File: src/rtl/r2mdc_commutator_if.sv
// Sample-pair stream between radix-2 butterfly stages: inputs from Y0/Y1 and reordered outputs for the next stage.
interface r2mdc_commutator_if;
    logic               in_valid;
    logic signed [15:0] in_a_re;
    logic signed [15:0] in_a_im;
    logic signed [15:0] in_b_re;
    logic signed [15:0] in_b_im;
    logic               out_valid;
    logic signed [15:0] out_a_re;
    logic signed [15:0] out_a_im;
    logic signed [15:0] out_b_re;
    logic signed [15:0] out_b_im;

    modport master (
        output in_valid, in_a_re, in_a_im, in_b_re, in_b_im,
        input  out_valid, out_a_re, out_a_im, out_b_re, out_b_im
    );

    modport slave (
        input  in_valid, in_a_re, in_a_im, in_b_re, in_b_im,
        output out_valid, out_a_re, out_a_im, out_b_re, out_b_im
    );
endinterface

File: src/rtl/r2mdc_commutator.sv
// R2MDC delay-commutator: 1-cycle registered latency, stalls (holds all state) whenever in_valid is low.
// Optional COMMUTATOR_SCALE_EN halves every output component with round-half-up at no extra latency.
module r2mdc_commutator #(
    parameter int DELAY = 4
) (
    input  logic                  clk,
    input  logic                  rst,
    r2mdc_commutator_if.slave     io_bus
);
    localparam int CW = $clog2(2 * DELAY);

    typedef struct packed {
        logic [15:0] re;
        logic [15:0] im;
    } cplx_t;

    function automatic logic [15:0] f_scale(input logic [15:0] x);
`ifdef COMMUTATOR_SCALE_EN
        return 16'(($signed({x[15], x}) + 17'sd1) >>> 1);
`else
        return x;
`endif
    endfunction

    function automatic cplx_t f_scale_c(input cplx_t c);
        cplx_t res;
        res.re = f_scale(c.re);
        res.im = f_scale(c.im);
        return res;
    endfunction

    cplx_t         r_l [DELAY];
    cplx_t         r_u [DELAY];
    logic [CW-1:0] r_cnt;
    logic          r_primed;
    logic          r_out_vld;
    cplx_t         r_out_a;
    cplx_t         r_out_b;

    logic  w_accept;
    logic  w_sel;
    cplx_t w_in_a;
    cplx_t w_in_b;
    cplx_t w_l_out;
    cplx_t w_u_out;
    cplx_t w_sw_up;
    cplx_t w_sw_lo;

    assign w_accept = io_bus.in_valid & ~rst;
    assign w_in_a   = {io_bus.in_a_re, io_bus.in_a_im};
    assign w_in_b   = {io_bus.in_b_re, io_bus.in_b_im};
    assign w_l_out  = r_l[DELAY-1];
    assign w_u_out  = r_u[DELAY-1];
    // 2*DELAY is a power of two, so the counter MSB is (cnt div DELAY) mod 2.
    assign w_sel    = r_cnt[CW-1];

    always_comb begin
        w_sw_up = w_in_a;
        w_sw_lo = w_l_out;
        if (w_sel) begin
            w_sw_up = w_l_out;
            w_sw_lo = w_in_a;
        end
    end

    // Delay lines carry no reset: unprimed contents never reach a valid output.
    always_ff @(posedge clk) begin
        if (w_accept) begin
            r_l[0] <= w_in_b;
            r_u[0] <= w_sw_up;
            for (int i = 1; i < DELAY; i++) begin
                r_l[i] <= r_l[i-1];
                r_u[i] <= r_u[i-1];
            end
        end
    end

    always_ff @(posedge clk) begin
        if (rst) begin
            r_cnt     <= '0;
            r_primed  <= 1'b0;
            r_out_vld <= 1'b0;
            r_out_a   <= '0;
            r_out_b   <= '0;
        end else begin
            r_out_vld <= io_bus.in_valid & r_primed;
            if (io_bus.in_valid) begin
                r_cnt   <= r_cnt + CW'(1);
                r_out_a <= f_scale_c(w_u_out);
                r_out_b <= f_scale_c(w_sw_lo);
                if (r_cnt == CW'(DELAY - 1)) begin
                    r_primed <= 1'b1;
                end
            end
        end
    end

    assign io_bus.out_valid = r_out_vld;
    assign io_bus.out_a_re  = r_out_a.re;
    assign io_bus.out_a_im  = r_out_a.im;
    assign io_bus.out_b_re  = r_out_b.re;
    assign io_bus.out_b_im  = r_out_b.im;
endmodule

File: src/flat_wrapper.sv
// flat-port wrapper written by rule: the top's interface ports become plain ports
module r2mdc_commutator_flat 
#(
    parameter int DELAY = 4
)
  (clk, rst, io_bus_in_valid, io_bus_in_a_re, io_bus_in_a_im, io_bus_in_b_re, io_bus_in_b_im, io_bus_out_valid, io_bus_out_a_re, io_bus_out_a_im, io_bus_out_b_re, io_bus_out_b_im);
  r2mdc_commutator_if io_bus_i ();
  input  logic clk;
  input  logic rst;
  input wire logic [$bits(io_bus_i.in_valid)-1:0] io_bus_in_valid;
  input wire logic [$bits(io_bus_i.in_a_re)-1:0] io_bus_in_a_re;
  input wire logic [$bits(io_bus_i.in_a_im)-1:0] io_bus_in_a_im;
  input wire logic [$bits(io_bus_i.in_b_re)-1:0] io_bus_in_b_re;
  input wire logic [$bits(io_bus_i.in_b_im)-1:0] io_bus_in_b_im;
  output wire logic [$bits(io_bus_i.out_valid)-1:0] io_bus_out_valid;
  output wire logic [$bits(io_bus_i.out_a_re)-1:0] io_bus_out_a_re;
  output wire logic [$bits(io_bus_i.out_a_im)-1:0] io_bus_out_a_im;
  output wire logic [$bits(io_bus_i.out_b_re)-1:0] io_bus_out_b_re;
  output wire logic [$bits(io_bus_i.out_b_im)-1:0] io_bus_out_b_im;
  assign io_bus_i.in_valid = io_bus_in_valid;
  assign io_bus_i.in_a_re = io_bus_in_a_re;
  assign io_bus_i.in_a_im = io_bus_in_a_im;
  assign io_bus_i.in_b_re = io_bus_in_b_re;
  assign io_bus_i.in_b_im = io_bus_in_b_im;
  assign io_bus_out_valid = io_bus_i.out_valid;
  assign io_bus_out_a_re = io_bus_i.out_a_re;
  assign io_bus_out_a_im = io_bus_i.out_a_im;
  assign io_bus_out_b_re = io_bus_i.out_b_re;
  assign io_bus_out_b_im = io_bus_i.out_b_im;
  r2mdc_commutator #(.DELAY(DELAY)) u_core (.clk(clk), .rst(rst), .io_bus(io_bus_i));
endmodule
File: config.mk
export PLATFORM = sky130hd
export DESIGN_NAME = r2mdc_commutator_flat
export DESIGN_NICKNAME = d
export VERILOG_FILES = /design/src/rtl/r2mdc_commutator_if.sv /design/src/rtl/r2mdc_commutator.sv /design/src/flat_wrapper.sv
export SDC_FILE = /design/constraint.sdc
export NUM_CORES = 1
export LEC_CHECK = 0
export CORE_MARGIN = 3
export CORE_UTILIZATION = 25
export DETAILED_ROUTE_END_ITERATION = 16
export DONT_BUFFER_PORTS = 1
export PLACE_DENSITY_LB_ADDON = 0.3
export SLEW_MARGIN = 20
export SYNTH_ARGS = -nofsm -noshare
export SYNTH_HDL_FRONTEND = slang
export SYNTH_SLANG_ARGS = --single-unit
File: constraint.sdc
create_clock -name clk -period 38.7 [get_ports clk]
set_input_delay 1.935 -clock clk [delete_from_list [all_inputs] [get_ports clk]]
set_output_delay 1.935 -clock clk [all_outputs]
set_load 0.005 [all_outputs]
; Word level (Yosys, flattened, before mapping)
; Memories as Yosys holds them, arrays and structs flattened. A register that Yosys moved wholly into a read port is not among the register bits.
; Index checks and enable logic that the tools add are counted.
[op_classes]
n_reduce_logical = 1
n_mux = 4
n_addsub = 1
n_bitwise = 3
n_eq_ne = 1
[op_table]
columns = cell, n
row1 = two-way mux 32 bit, 2
row2 = "adder 3 x 1 -> 3 bit, second input constant", 1
row3 = "== test 3 x 2 -> 1 bit, second input constant", 1
row4 = AND 1 bit, 2
row5 = two-way mux 1 bit, 2
row6 = AND reduction 2 bit, 1
row7 = inverter 1 bit, 1
[word_totals]
out_inout_bits = 65
ff_bits = 37
memories = 2
ram_bits = 256
[mem_list]
columns = name, depth, word_bits, read_ports, rd_clocked_by_memory_dff, wr, line_no
row1 = u_core.r_l, 4, 32, 4, 0, 4, r2mdc_commutator.sv:32  ; cplx_t r_l [DELAY];
row2 = u_core.r_u, 4, 32, 4, 1, 4, r2mdc_commutator.sv:33  ; cplx_t r_u [DELAY];

; Depth between registers and ports, before layout
[logic_depth]
depth_word = 4
depth_mapped = 7
depth_no_buf = 4

; Worst setup path after synthesis
; OpenSTA, ideal clock, no wires.
[synth_path]
path_type = input-to-reg
start = input rst
end = register u_core.r_out_vld (netlist: u_core.io_bus.out_valid)
slack_ps = 24438
n_path_buf = 1
stages = 3
t_arrival_ps = 14137
cell_sequence = buf_2 nor2b_1 and2_1
[synth_rtl]
columns = element, line_no
row1 = start: declaration, flat_wrapper.sv:9  ; input logic rst;
row2 = end signal: assignment, r2mdc_commutator.sv:86  ; r_out_vld <= io_bus.in_valid & r_primed;
row3 = end: declaration, r2mdc_commutator.sv:36  ; logic r_out_vld;

==> impl_metrics.tcl <==
set metrics [dict create \
    drt-pass1-iter-count 4 \
    portBuffers 0 \
    drc_errors 0 \
    p_leak_nw 4.18 \
    grt_overflow 0 \
    syn_inst 557 \
    startpoint_type "input pin" \
    r2r_slack_ns 36.95 \
    cts_buffer_depth 3 \
    critPathKind "input pin to flop" \
    root_buffer "clkbuf_16" \
    setup.worst_path.end_class "flop" \
    yosysSeqAreaShare_pct 83.9 \
    syn_area_sq_um 10800 \
    fp.dieH_microns 214 \
    place_congestion 0.744 \
    fin_nets 640 \
    netlist.area_leader.share_pct 71.1 \
    slowest_delay_ns 0.86 \
    postCtsSetupBuffers 0 \
    wl_per_cell_microns 15.9 \
    fmax_mhz 233 \
    status "finished clean" \
    relSlewSlack_pct 31.5 \
    synth_area_leaders "edfxtp_1 71%, dfxtp_1 13%, mux2i_1 6.0%" \
    cts_inserted_buffers 35 \
    start_util_pct 25.5 \
    io_pins 132 \
    synthesis.nets 626 \
    grt_pass1_wl_microns 28500 \
    htreeDepth 2 \
    maxCapViolations 0 \
    vias_per_cell 3.80 \
    drive_gt1_share_pct 15.2 \
    cts_sinks 325 \
    worstSetupStartpoint "io_bus_in_valid" \
    cp.required_ns 38.83 \
    fin_crit_ns 4.30 \
    nFillCells 4112 \
    path_cells "nor2b_4 -> buf_4 -> buf_4" \
    antenna_found_initial 4 \
    crit_buf_inv 2 \
    dieArea_sq_um 45800 \
    postCtsResizedCells 0 \
    total_power_uw 756 \
    worstSkewPairLatency_ns 0.50 \
    routed_wirelength_microns 18700 \
    setup_tns_ns 0 \
    synth.yosys.warnings 0 \
    rsz0062_at_grt "no" \
    hold_path_class "flop to flop" \
    timing.final.max_slew_violations 0 \
    grt_pass1_vias 4465 \
    worst_hold_slack_ns 0.409 \
    cp.arrival_ns 4.43 \
    critical-path-top-delay-family "buffers and inverters" \
    most-common-layout-cells "256 x edfxtp_1, 68 x nor2_1, 68 x dfxtp_1" \
    holdCritStartpoint "u_core.r_u[1][29]$_DFFE_PP_" \
    path_clk_slew_ns 0.06 \
    finalCritPeriodShare_pct 11.1 \
    track_usage_pct 8.12 \
    slowest_stage "buf_4" \
    layout_commonest_cell "edfxtp_1" \
    die_x_microns 214 \
    dpl.hpwl_microns 11200 \
    holdBufCountCts 0 \
    setup_viol_count_final 0 \
    ys_ff_latch 325 \
    critPathMaxFanout 102 \
    r2r-start "u_core.r_cnt[2]$_SDFFE_PP0P_" \
    grt_max_degree 103 \
    clock-skew-final_ns 0.0116 \
    cp_common_cell "buf_4" \
    drtIter0Drc 296 \
    fp.coreArea_sq_um 42300 \
    worst_pin_slew_ns 1.03 \
    cts_tree "yes" \
    synth.avg_cell_area_sq_um 19.4 \
    core.rowCount 75 \
    cellPowerDensity_nw_per_um2 60.0 \
    yosysTopAreaCell "edfxtp_1" \
    synth_cell_type_count 19 \
    area_growth_pct 16.6 \
    max-vdd-ir-drop_v 0.0000234 \
    vias 4472 \
    utilization_pct 29.8 \
    antenna_left 0 \
    hold_viol_final 0 \
]
-- sequential cells by signal, summed over array words and instances (netlist names) --
name / flops
u_core.r_primed: 1
u_core.r_u: 128
u_core.io_bus.out_a_re: 16
u_core.io_bus.out_a_im: 16
u_core.io_bus.out_b_re: 16
u_core.r_cnt: 3
u_core.io_bus.out_b_im: 16
u_core.io_bus.out_valid: 1
u_core.r_l: 128
-- stage by stage --
stage	cell area (sq um)	worst slack (ns)	cells
after detailed placement	11400	33.90	1110
final	12600	34.40	1176
after floorplan	10800	24.44	557
after global placement	11400	33.94	1110
after CTS	12600	34.45	1173
after global routing	12600	34.21	1175
-- cells in the mapped netlist, drive strengths merged --
| master | number |
|---|---|
| mux2 | 32 |
| a211oi | 33 |
| edfxtp | 256 |
| mux2i | 65 |
| dfxtp | 69 |
| inv | 1 |
| xnor2 | 1 |
| and2 | 1 |
| ha | 2 |
| nor2b | 1 |
| nor2 | 68 |
| buf | 18 |
| clkbuf | 9 |
| a21oi | 1 |
-- area by class of cell --
| cell class | instances | area (sq um) | share of cell area, % |
|---|---|---|---|
| Antenna cell | 2 | 5.00 | 0.0397 |
| Sequential cell | 325 | 9070 | 72.0 |
| Clock inverter | 15 | 194 | 1.54 |
| Multi-Input combinational cell | 204 | 1570 | 12.5 |
| Timing Repair Buffer | 4 | 50.0 | 0.397 |
| Inverter | 1 | 3.75 | 0.0298 |
| Tap cell | 577 | 722 | 5.73 |
| Clock buffer | 48 | 987 | 7.83 |
-- worst paths after layout --
| check | cells past startpoint | end |
|---|---|---|
| worst max-delay path | 3 | u_core.r_l[0][9]$_DFFE_PP_ |
| worst min-delay path | 0 | u_core.r_u[2][29]$_DFFE_PP_ |
| worst max register to register | 3 | u_core.r_cnt[2]$_SDFFE_PP0P_ |
| worst min register to register | 0 | u_core.r_u[2][29]$_DFFE_PP_ |
-- kinds of logic (layout without fill, tap and decap cells) --
logic type      Yosys count  after routing  synth area share, %
buf+inv                  28             68                 1.63
simple gates             70             70                 2.48
xor+xnor                  1              1               0.0810
other cells               0              2                    0
mux                      97             97                 9.35
fa+ha+maj                 2              2                0.231
compound gates           34             34                 2.34
flops                   325            325                 83.9
-- layer usage --
metal / vias up / track usage (%) / wire length, microns
li1: 2150 / - / -
met1: 2171 / 9.84 / 7900
met2: 97 / 11.6 / 8070
met3: 50 / 4.45 / 1940
met4: 4 / 4.13 / 807
met5: - / 0 / 27
-- where the power goes --
| part | internal (mW) | leakage (nW) | total (mW) | switching, mW |
|---|---|---|---|---|
| sequential | 0.394 | 2.97 | 0.404 | 0.00970 |
| clock | 0.206 | 0.574 | 0.335 | 0.129 |
| combinational | 0.00843 | 0.632 | 0.0171 | 0.00868 |
Power figures use the tool's default switching activity.
